[src/rtl/if_id_stage_pkg.sv]
// Shared definitions for the fetch front end: NOP encoding, PC step,
// register-field positions and the IF/ID register layout.
package if_id_stage_pkg;

    localparam logic [31:0] NOP_INSTR        = 32'h0000_0000;  // sll $0,$0,0
    localparam logic [31:0] PC_STEP          = 32'd4;
    localparam logic [31:0] RESET_PC_DEFAULT = 32'h0000_0000;
    localparam logic [31:0] PC_ALIGN_MASK    = 32'hFFFF_FFFC;

    localparam int RS_MSB = 25;
    localparam int RS_LSB = 21;
    localparam int RT_MSB = 20;
    localparam int RT_LSB = 16;

    typedef struct packed {
        logic [31:0] pc4;
        logic [31:0] instr;
        logic        valid;
    } ifid_t;

    localparam ifid_t IFID_BUBBLE = '{pc4: 32'h0, instr: NOP_INSTR, valid: 1'b0};

endpackage

[src/rtl/if_id_stage_sat_counter.sv]
// Saturating up-counter with synchronous active-high clear.
module sat_counter #(
    parameter int W = 16
) (
    input  logic         clk_i,
    input  logic         rst_i,
    input  logic         inc_i,
    output logic [W-1:0] cnt_o
);

    logic [W-1:0] cnt_d, cnt_q;

    // Next count: step by one unless already pinned at all-ones.
    always_comb begin
        cnt_d = cnt_q;
        if (inc_i && (cnt_q != {W{1'b1}})) begin
            cnt_d = cnt_q + 1'b1;
        end
    end

    // Count register, cleared only by reset.
    always_ff @(posedge clk_i) begin
        if (rst_i) cnt_q <= '0;
        else       cnt_q <= cnt_d;
    end

    assign cnt_o = cnt_q;

endmodule

[src/rtl/if_id_stage.sv]
// Fetch front end: PC register, PC+4 / redirect select and IF/ID register.
// Optional stall/flush performance counters are built when STALL_CNT_EN
// is defined; otherwise their outputs are tied to zero.
module if_id_stage
    import if_id_stage_pkg::*;
#(
    parameter logic [31:0] RESET_PC = RESET_PC_DEFAULT,
    parameter int          CNT_W    = 16
) (
    input  logic             clk_i,
    input  logic             rst_i,
    input  logic             pc_write_i,
    input  logic             ifid_hold_i,
    input  logic             if_flush_i,
    input  logic             branch_taken_i,
    input  logic [31:0]      branch_target_i,
    input  logic [31:0]      instr_i,
    output logic [31:0]      pc_o,
    output logic [31:0]      ifid_pc4_o,
    output logic [31:0]      ifid_instr_o,
    output logic             ifid_valid_o,
    output logic [4:0]       rs_addr_o,
    output logic [4:0]       rt_addr_o,
    output logic [CNT_W-1:0] stall_cnt_o,
    output logic [CNT_W-1:0] flush_cnt_o
);

    logic [31:0] pc_d, pc_q;
    logic [31:0] pc4;
    ifid_t       ifid_d, ifid_q;

    assign pc4 = pc_q + PC_STEP;

    // Next PC: redirect beats stall-hold beats sequential advance.
    always_comb begin
        // NOTE: default assignment first so every path drives pc_d; no latch.
        pc_d = pc4;
        if (branch_taken_i)   pc_d = branch_target_i & PC_ALIGN_MASK;
        else if (!pc_write_i) pc_d = pc_q;
    end

    // Next IF/ID: a redirect kills the wrong-path fetch; hold outranks flush
    // so a load-use stalled instruction survives.
    always_comb begin
        ifid_d = ifid_q;
        if (branch_taken_i)   ifid_d = IFID_BUBBLE;
        else if (ifid_hold_i) ifid_d = ifid_q;
        else if (if_flush_i)  ifid_d = IFID_BUBBLE;
        else                  ifid_d = '{pc4: pc4, instr: instr_i, valid: 1'b1};
    end

    // PC and IF/ID registers with synchronous reset to a bubble.
    always_ff @(posedge clk_i) begin
        // NOTE: non-blocking assignments so all flops sample pre-edge values.
        if (rst_i) begin
            pc_q   <= RESET_PC;
            ifid_q <= IFID_BUBBLE;
        end else begin
            pc_q   <= pc_d;
            ifid_q <= ifid_d;
        end
    end

    assign pc_o         = pc_q;
    assign ifid_pc4_o   = ifid_q.pc4;
    assign ifid_instr_o = ifid_q.instr;
    assign ifid_valid_o = ifid_q.valid;
    assign rs_addr_o    = ifid_q.instr[RS_MSB:RS_LSB];
    assign rt_addr_o    = ifid_q.instr[RT_MSB:RT_LSB];

`ifdef STALL_CNT_EN
    logic flush_inc;

    assign flush_inc = branch_taken_i | (if_flush_i & ~ifid_hold_i);

    sat_counter #(.W(CNT_W)) u_stall_cnt (
        .clk_i (clk_i),
        .rst_i (rst_i),
        .inc_i (ifid_hold_i),
        .cnt_o (stall_cnt_o)
    );

    sat_counter #(.W(CNT_W)) u_flush_cnt (
        .clk_i (clk_i),
        .rst_i (rst_i),
        .inc_i (flush_inc),
        .cnt_o (flush_cnt_o)
    );
`else
    assign stall_cnt_o = '0;
    assign flush_cnt_o = '0;
`endif

endmodule
[config.mk]
export PLATFORM = sky130hd
export DESIGN_NAME = if_id_stage
export DESIGN_NICKNAME = d
export VERILOG_FILES = /design/src/rtl/if_id_stage_pkg.sv /design/src/rtl/if_id_stage_sat_counter.sv /design/src/rtl/if_id_stage.sv
export SDC_FILE = /design/constraint.sdc
export NUM_CORES = 1
export LEC_CHECK = 0
export BUFFER_PORTS_ARGS = -buffer_cell sky130_fd_sc_hd__buf_2
export CAP_MARGIN = 20
export CORE_UTILIZATION = 50
export DETAILED_ROUTE_END_ITERATION = 6
export PLACE_DENSITY = 0.85
export SYNTH_ARGS = -nofsm -noshare
export SYNTH_HDL_FRONTEND = slang
export SYNTH_HIERARCHICAL = 1
export SYNTH_SLANG_ARGS = --single-unit
[constraint.sdc]
create_clock -name clk_i -period 4.3 [get_ports clk_i]
set_clock_uncertainty 0.2 [all_clocks]
set_input_delay 0.86 -clock clk_i [delete_from_list [all_inputs] [get_ports clk_i]]
set_output_delay 0.86 -clock clk_i [all_outputs]
set_load 0.02 [all_outputs]
* Yosys cells after proc, flatten, opt, wreduce, memory -nomap -nowiden
Cells that the tools add are included.
Operators by class: add/subtract/negate cells 1, mux-type cells 3, reductions and logical operators 2
Operator list (count):
- two-way mux 65 bit | 1
- two-way mux 32 bit | 2
- adder 32 x 3 -> 32 bit (second input constant) | 1
- nonzero test 2 bit | 1
- OR reduction 2 bit | 1
Storage, ports and cells: bits in registers 97, input bits 70

* Logic depth before layout (Yosys ltp)
Gate-level depths: netlist of the first run.
depth after elaboration 3, depth in mapped cells 7

* Worst setup path before layout of the first run
OpenSTA, ideal clock, no wires.
path kind register -> register, start point register pc_q[2] (netlist: pc_o[2]), end point register pc_q[30] (netlist: pc_o[30]), data arrival time 1.994 ns, data required time 3.975 ns, slack 1.981 ns, stages on the path, launching flop included 7, buffers on the path 0, period minus slack after synthesis 2.319 ns, path through dfxtp_1 ha_1 and4_4 nand4_4 or4_4 xor2_1 o22ai_2
Between the ends: longest elaborated chain between the ends 3
RTL lines:
- start, declared | RTL line if_id_stage.sv:28 | logic [31:0] pc_d, pc_q;
- start signal, assigned | RTL line if_id_stage.sv:59 | pc_q <= pc_d;
- adder 32 x 3 -> 32 bit | RTL line if_id_stage.sv:32 | assign pc4 = pc_q + PC_STEP;
- two-way mux 32 bit | RTL line if_id_stage.sv:39 | else if (!pc_write_i) pc_d = pc_q;
- two-way mux 32 bit | RTL line if_id_stage.sv:38 | if (branch_taken_i) pc_d = branch_target_i & PC_ALIGN_MASK;
Every way passes these cells. The select of a mux whose other input is x is not followed. A chain may end at the register's enable or synchronous reset.

* Worst setup path in the final report of the first run
start point register pc_q[4] (netlist: pc_o[4]), end point register pc_q[31] (netlist: pc_o[31])
The elaborated chain is that of the path after synthesis.

==> metrics.yaml, run 1 <==
synthMuxAreaShare_pct: 0.656
path_max_fanout: 13
grt_pass1_wl_um: 18400
synth_compound_area_share_pct: 15.6
fmax_ghz: 0.385
die_x_um: 97.7
synth_seq_area_share_pct: 40.7
setup_violations: 0
yosysTopAreaCell: "dfxtp_1"
cap_viol_max_count: 0
p_leak_uw: 0.00251
cts.sinks: 93
layout_setup_ws_ns: 1.71
path_delay_family: "simple AND/OR/NAND/NOR gates"
place.port_buffers: 170
ys_types: 39
synth_flop_cell: "dfxtp_1"
totalWireLength_um: 11600
period_needed_ns: 2.59
synth_top_family_by_area: "simple AND/OR/NAND/NOR gates"
tritoncts: "yes"
core_um2: 8810
cpMostUsedCell: "nand4_1"
cpMaxStageDelayCell: "nor4_4"
wl_per_cell_um: 14.6
yosys.area.top_type_share_pct: 40.7
critPathKind: "reg2reg"
drt-vias-per-instance: 5.21
violations: "design-rule violations"
h-tree-depth: 3
fp.dieArea_um2: 9540
status: "complete, but fails checks"
ant_nets: 0
num_vias: 4125
synth-simple-area-share_pct: 19.1
avgSynthCellArea_um2: 8.37
track_usage_pct: 24.2
pre_cts_ws_ns: 1.59
path_cells: "nand4_1 > nor4_4 > nand4_1 > xor2_1 > o32ai_1"
synth.area.top_cells: "dfxtp_1 41%, buf_4 8.4%, a22oi_1 6.2%"
rsz0062_at_grt: "false"
slew_headroom_pct: 45.7
worstMarginPinSlew_ns: 0.814
cts.clk_slew.worst_paths_ns: 0.09
post_cts_buffers: 0
max_stage_delay_ns: 0.72
ys_warn_count: 6
vdd_drop_max_mv: 0.203
holdBufCountCts: 0
first_pass_iters: 7
cellPowerDensity_nw_per_um2: 327
power.total_uw: 1760
ys_ff_latch: 93
synthCells: 547
design.portCount: 209
clock_path_buffers: 2
post_cts_resized: 0
overflow: 0
post-route-period-util_pct: 60.3
drt-initial-drc-count: 232
start_kind: "flip-flop"
tns_ns: 0
layout.nets: 751
hold_viol: 0
num_antenna_cells: 0
async_reset_ff_share_pct: 0
synth_xor_area_share_pct: 10.5
root_buffer: "clkbuf_8"
grt_pass1_vias: 3722
area_delta_synth_final_pct: 17.7
slew_viol_final: 0
remaining_drc_errors: 31
cp.arrival_ns: 2.66
worst-path-buf-inv: 0
synthAdderAreaFrac_pct: 0.273
fp.dieH_um: 97.7
synth-edff-count: 0
dp_hpwl_um: 8540
antenna_found_initial: 0
synth_common_cells: "93 x dfxtp_1, 64 x nor2_1, 51 x buf_4"
cts_buffers: 9
drive_gt1_share_pct: 28.7
grt_start_max_net_pins: 44
required_ns: 4.37
hold_path_class: "reg2reg"
endpoint_kind: "flip-flop"
syn-cell-area_um2: 4580
clk-insertion-delay-late_ns: 0.36
yosysMostFrequentCell: "dfxtp_1"
initial_core_util_pct: 52.0
num_rows: 34
gp_congestion: 0.794
==> flip-flops by register name, indices dropped and copies added (netlist names) <==
signal and flops:
ifid_valid_o 1, pc_o 30, ifid_pc4_o 30, ifid_instr_o 32
==> worst paths after layout <==
check	startpoint	end	slack (ns)	cells past startpoint
hold reg to reg	ifid_pc4_o[19]	ifid_pc4_o[19]	0.26	2
setup reg to reg	pc_o[4]	pc_o[31]	1.71	5
setup / recovery	pc_o[4]	pc_o[31]	1.71	5
hold / removal	ifid_pc4_o[19]	ifid_pc4_o[19]	0.26	2
==> logic make-up (layout without fill, tap and decap cells) <==
group           Yosys count  count (layout)
compound gates          112             112
buf+inv                 106             208
mux                       3               3
simple gates            176             176
fa+ha+maj                 1               1
other cells               1              36
xor+xnor                 55              55
flops                    93              93
==> worst register-to-register path, stage by stage (launching register included) <==
cell,delay [ns]
dfxtp_1,0.57
nand4_1,0.31
nor4_4,0.72
nand4_1,0.27
xor2_1,0.22
o32ai_1,0.22
==> layout by cell type, fill, tap and decap left out, types with 2 or more instances in the layout <==
cell type | Yosys | final
a21oi_1 | 27 | 27
a22oi_1 | 38 | 38
and2_1 | 5 | 5
and3_1 | 5 | 5
and4_1 | 4 | 4
buf_2 | 7 | 170
buf_4 | 51 | 2
clkbuf_8 | 0 | 9
clkinvlp_4 | 0 | 3
conb_1 | 1 | 36
dfxtp_1 | 93 | 93
inv_1 | 21 | 21
inv_6 | 0 | 2
mux2i_1 | 3 | 3
nand2_1 | 43 | 43
nand3_1 | 12 | 12
nand4_1 | 18 | 18
nor2_1 | 64 | 63
nor2b_1 | 2 | 2
nor3_1 | 7 | 7
nor3b_1 | 3 | 3
nor4_1 | 2 | 2
o21a_1 | 18 | 18
o21ai_0 | 21 | 21
o21ai_1 | 5 | 5
or3_1 | 3 | 3
xnor2_1 | 28 | 28
xor2_1 | 27 | 27
==> metal layers <==
metal	wire length, um	up-vias	global-route usage, %
li1	-	2030	-
met1	5090	1921	30.9
met2	5630	152	40.1
met3	571	22	4.24
met4	288	0	10.1
met5	0	-	0
==> where the power goes <==
group          internal, uW  leakage, uW  switching, uW
Clock                   269    0.0000883            309
Combinational          89.8      0.00166            161
Sequential              889     0.000758           41.1
==> through the flow <==
step / cell area, um^2 / utilization, % / hold slack (ns) / cells
after detailed placement: 5190 / 59.0 / 0.239 / 777
after CTS: 5390 / 61.2 / 0.257 / 792
after floorplan: 4710 / - / 0.326 / 582
after global placement: 5190 / 59.0 / 0.233 / 777
final: 5390 / 61.2 / 0.256 / 792
after global routing: 5390 / 61.2 / 0.277 / 792
==> cell type report <==
cell class,instances,area (um^2)
timing repair buffer,172,866
fill,778,3420
sequential,93,1860
inverter,21,78.8
clock inverter,6,70.1
multi-input combinational,383,2250
clock buffer,9,124
tap,108,135
(Power assumes the default switching activity.)
==> run 2, diff against run 1 <==
--- a/config.mk
+++ b/config.mk
@@ -5,11 +5,12 @@
 export SDC_FILE = /design/constraint.sdc
 export NUM_CORES = 1
 export LEC_CHECK = 0
+export ABC_AREA = 1
 export BUFFER_PORTS_ARGS = -buffer_cell sky130_fd_sc_hd__buf_2
 export CAP_MARGIN = 20
-export CORE_UTILIZATION = 50
+export CORE_UTILIZATION = 47
 export DETAILED_ROUTE_END_ITERATION = 6
-export PLACE_DENSITY = 0.85
+export PLACE_DENSITY = 0.8
 export SYNTH_ARGS = -nofsm -noshare
 export SYNTH_HDL_FRONTEND = slang
 export SYNTH_HIERARCHICAL = 1
==> constraint.sdc (replaced) <==
create_clock -name clk_i -period 2.5 [get_ports clk_i]
set_clock_uncertainty 0.2 [all_clocks]
set_input_delay 0.5 -clock clk_i [delete_from_list [all_inputs] [get_ports clk_i]]
set_output_delay 0.5 -clock clk_i [all_outputs]
set_load 0.02 [all_outputs]
==> run 2 against run 1 <==
Net effect: the run now ends clean; sequential share of layout area is 0.72 points lower; total power up 73%; fmax is 33% higher; global-route usage down 0.68 points; sequential power grew 70%; final cell count rose by 16%; via count rose by 8.7%; routed wire length increased by 5.2%; synthesized cell count up 16%; cell area rose by 2.1%; combinational power up 69%; worst hold slack worse by 0.087 ns.
==> metrics.yaml, run 2 <==
status: "finished, final reports clean"
clk-insertion-delay-late_ns: 0.36
ys_ff_latch: 93
yosysTopAreaCell: "dfxtp_1"
ys_warn_count: 6
gp_congestion: 0.868
grt_pass1_vias: 3988
synth_flop_cell: "dfxtp_1"
root_buffer: "clkbuf_8"
start_kind: "flip-flop"
critPathKind: "reg2reg"
largest_register_ff_count: 32
synth_seq_area_share_pct: 41.0
synth.area.top_cells: "dfxtp_1 41%, nand2_1 19%, a21oi_1 9.3%"
area_delta_synth_final_pct: 21.3
max_stage_delay_ns: 0.40
ant_nets: 0
path_max_fanout: 4
synth_common_cells: "230 x nand2_1, 93 x dfxtp_1, 84 x a21oi_1"
fp.dieArea_um2: 10100
worstMarginPinSlew_ns: 0.634
design.portCount: 209
period_needed_ns: 1.95
dp_hpwl_um: 8760
rsz0062_at_grt: "false"
totalWireLength_um: 12200
place.port_buffers: 170
final_area_um2: 5500
num_rows: 35
synth-edff-count: 0
cap_viol_max_count: 0
remaining_drc_errors: 0
avgSynthCellArea_um2: 7.14
dp_cells: 899
layout_common_cells: "230 x nand2_1, 170 x buf_2, 93 x dfxtp_1, 84 x a21oi_1, 36 x conb_1"
h-tree-depth: 3
holdWs_ns: 0.168
async_reset_ff_share_pct: 0
cts.sinks: 93
finalNonFillerCells: 916
ys_types: 26
grt_pass1_wl_um: 18700
first_pass_iters: 5
num_antenna_cells: 0
yosys.area.top_type_share_pct: 41.0
endpoint_kind: "flip-flop"
cp.arrival_ns: 2.04
overflow: 0
synthCells: 635
post-route-period-util_pct: 77.8
drt-vias-per-instance: 4.90
required_ns: 2.59
yosysMostFrequentCell: "nand2_1"
placed_cell_area_um2: 5280
track_usage_pct: 23.5
slew_viol_final: 0
cellPowerDensity_nw_per_um2: 554
layout.nets: 853
drive_gt1_share_pct: 27.7
vdd_drop_max_mv: 0.271
core_um2: 9280
fmax_ghz: 0.514
cts.clk_slew.worst_paths_ns: 0.10
reg2reg_depth: 7
tritoncts: "yes"
final_common_cell: "nand2_1"
wl_per_cell_um: 13.3
initial_core_util_pct: 48.9
p_leak_uw: 0.00249
grt_start_max_net_pins: 64
cpMaxStageDelayCell: "dfxtp_1"
path_cells: "ha_1 > nand3_1 > nor2_1 > nand3_1 > o21bai_1 > nand3_1 > a21oi_1"
cts_buffers: 9
syn-cell-area_um2: 4540
num_vias: 4485
hold_viol: 0
post_cts_resized: 0
setup_violations: 0
fp.dieH_um: 100
hold-path-cell-count: 3
cpMostUsedCell: "nand3_1"
clock_path_buffers: 2
drt-initial-drc-count: 196
slew_headroom_pct: 57.7
post_cts_buffers: 0
die_x_um: 100
hold_path_class: "in2reg"
fillers: 904
holdBufCountCts: 0
antenna_found_initial: 0
tns_ns: 0
## run 2: path summary, 6_finish.rpt
path	from	slack, ns	to
min reg2reg	ifid_pc4_o[23]	0.26	ifid_pc4_o[23]
max	pc_o[3]	0.55	pc_o[24]
min	instr_i[8]	0.17	ifid_instr_o[8]
max reg2reg	pc_o[3]	0.55	pc_o[24]
## run 2: final cells by class
cell class                 count  area, um^2  area share, %
sequential                    93        1860           33.8
clock inverter                 6        68.8           1.25
multi-input combinational    476        2250           40.9
timing repair buffer         180         938           17.1
tap                          129         161           2.93
inverter                      22        82.6           1.50
clock buffer                  10         138           2.50
## run 2: routing by layer
metal  up-vias  share of wire, %  track usage [%]
met3        22               6.6             3.90
met1      2053                44             29.6
met5         -                 0                0
met2       159                47             40.3
met4         0               1.8             8.70
li1       2251                 -                -
## run 2: cell families after synthesis
group | Yosys count | share of synthesized area (%)
AOI/OAI and AO/OA | 115 | 14.3
xor gates and xnor gates | 15 | 3.23
other | 1 | 0.0827
buffers and inverters | 101 | 12.5
and+or+nand+nor | 309 | 28.7
DFF | 93 | 41.0
adders and majority gates | 1 | 0.276
## run 2: worst max-delay path, delay by kind of cell (launching register included)
kind / cells / cell delay (ns)
flip-flops: 1 / 0.40
adder cells (fa/ha/maj): 1 / 0.23
AO/OA/AOI/OAI: 2 / 0.37
AND/OR/NAND/NOR: 4 / 0.69
## run 2: power breakdown
| part | leakage, uW | internal [uW] | switching, uW |
|---|---|---|---|
| Combinational | 0.00163 | 139 | 284 |
| Clock | 0.000103 | 497 | 552 |
| Sequential | 0.000757 | 1520 | 53.1 |
| Total | 0.00249 | 2160 | 889 |
## run 2: metrics by stage
| step | total power, uW | setup slack [ns] | utilization [%] |
|---|---|---|---|
| 2_1_floorplan | 1920 | 0.714 | - |
| 3_5_place_dp | 2030 | 0.418 | 56.8 |
| 4_1_cts | 3070 | 0.535 | 59.0 |
| 6_report | 3050 | 0.554 | 59.3 |
| 3_3_place_gp | 2020 | 0.469 | 56.8 |
| 5_1_grt | 3180 | 0.320 | 59.3 |
==> run 3, diff against run 2 <==
--- a/config.mk
+++ b/config.mk
@@ -5,7 +5,7 @@
 export SDC_FILE = /design/constraint.sdc
 export NUM_CORES = 1
 export LEC_CHECK = 0
-export ABC_AREA = 1
+export ABC_AREA = 0
 export BUFFER_PORTS_ARGS = -buffer_cell sky130_fd_sc_hd__buf_2
 export CAP_MARGIN = 20
 export CORE_UTILIZATION = 47
==> constraint.sdc (replaced) <==
create_clock -name clk_i -period 2 [get_ports clk_i]
set_clock_uncertainty 0.2 [all_clocks]
set_input_delay 0.4 -clock clk_i [delete_from_list [all_inputs] [get_ports clk_i]]
set_output_delay 0.4 -clock clk_i [all_outputs]
set_load 0.02 [all_outputs]
==> run 3 against run 2 <==
Net effect: count of clock-buffer cells in the layout decreased by 1; first-iteration DRC count increased by 44%; register-to-register slack got worse by 0.49 ns; sequential power increased by 25%; utilization increased by 2.7 points; setup slack got worse by 0.49 ns; critical path depth decreased by 2; global-route usage about the same; via count decreased by 2.2%; routed wire length increased by 1.7%.
==> metrics.yaml, run 3 (synthesis results as in run 1) <==
overflow: 0
power.switching_uw: 1180
largest_register_ff_count: 32
final_area_um2: 5780
num_vias: 4388
totalWireLength_um: 12400
reg2reg_slack_ns: 0.06
start_kind: "flip-flop"
num_rows: 35
place.port_buffers: 170
power_frac_comb_pct: 16.6
layout_common_cells: "170 x buf_2, 80 x dfxtp_1, 63 x nor2_1, 43 x nand2_1, 42 x buf_4"
root_buffer: "clkbuf_8"
first_pass_iters: 5
slew_viol_final: 0
tns_ns: 0
antenna_found_initial: 0
initial_core_util_pct: 49.1
max_stage_delay_ns: 0.58
holdCritStartpoint: "instr_i[26]"
drt-initial-drc-count: 283
endpoint_kind: "flip-flop"
pwr-share-seq_pct: 51.6
hold-path-cell-count: 3
placed_cell_area_um2: 5520
grt_pass1_vias: 3859
period_needed_ns: 1.94
grt_start_max_net_pins: 42
layout_setup_ws_ns: 0.0602
fin_util_pct: 62.0
cap_viol_max_count: 0
critPathKind: "reg2reg"
p_leak_uw: 0.00273
vdd_drop_max_mv: 0.408
fmax_ghz: 0.516
clk-insertion-delay-late_ns: 0.36
internal-power_uw: 2640
finalNonFillerCells: 855
track_usage_pct: 23.5
reg2reg_depth: 5
p_clk_share_pct: 31.7
rr_startpoint: "pc_o[11]"
final_common_cell: "buf_2"
num_antenna_cells: 0
cts_buffers: 9
hold_viol: 0
dp_hpwl_um: 9120
drive_gt1_share_pct: 35.3
ant_nets: 0
cpMaxStageDelayCell: "or4_4"
tritoncts: "yes"
post-route-period-util_pct: 97.0
setup_violations: 0
cp.arrival_ns: 1.99
design.portCount: 209
core_um2: 9330
holdBufCountCts: 0
cts.clk_slew.worst_paths_ns: 0.10
pre_cts_ws_ns: 0.0180
die_x_um: 101
grt_pass1_wl_um: 18800
fp.dieH_um: 101
cellPowerDensity_nw_per_um2: 660
path_max_fanout: 4
clock_path_buffers: 2
area_delta_synth_final_pct: 26.3
required_ns: 2.05
worstSetupStartpoint: "pc_o[11]"
swShare_pct: 30.9
cts.sinks: 93
path_cells: "and4_1 > nand2_1 > or4_4 > xor2_2 > o22ai_2"
fp.dieArea_um2: 10100
h-tree-depth: 3
drt-vias-per-instance: 5.13
remaining_drc_errors: 0
gp_congestion: 0.910
layout.nets: 792
status: "finished, final reports clean"
dp_cells: 834
wl_per_cell_um: 14.5
hold_path_class: "in2reg"
run 3: worst max-delay path, delay by kind of cell (launching register included):
kind             cells  cell delay (ns)
AND/OR/NAND/NOR      3             1.03
flip-flops           1             0.36
XOR/XNOR             1             0.15
AO/OA/AOI/OAI        1             0.09
run 3: worst paths after layout:
kind	to
setup / recovery	pc_o[30]
hold / removal	ifid_instr_o[26]
setup reg to reg	pc_o[30]
hold reg to reg	ifid_pc4_o[19]
run 3: metal layers:
layer	GRT usage (%)	wire, um	part of all wire, %
met1	30.6	5150	42
met2	37.2	6040	49
met3	5.55	883	7.1
met4	10.3	320	2.6
met5	0	0	0
run 3: final cells by class:
cell class	instances	area, um^2
clock inverters	7	67.6
well taps	129	161
multi-input cells	383	2290
inverters	21	78.8
repair buffers	213	1180
clock buffers	9	124
flip-flops and latches	93	1890
fillers	831	3550
run 3: through the flow:
stage | hold WS (ns) | total power [uW]
4_1_cts | 0.0421 | 3830
6_report | 0.0596 | 3820
3_3_place_gp | 0.236 | 2620
5_1_grt | 0.0475 | 3990
2_1_floorplan | 0.326 | 2460
3_5_place_dp | 0.238 | 2630
run 3: power groups by stage:
stage	logic [uW]	clock network [uW]	registers, uW
finish	634	1210	1970
global placement	606	0	2010
CTS	621	1230	1970
detailed placement	618	0	2010
global route	688	1320	1980
floorplan	365	0	2090
run 3: timing repair:
action / in CTS / in global routing
gates resized for setup: 0 / 6
setup buffers: 0 / 5
endpoints found under the setup margin: 0 / 19
hold endpoints to repair: 0 / 0
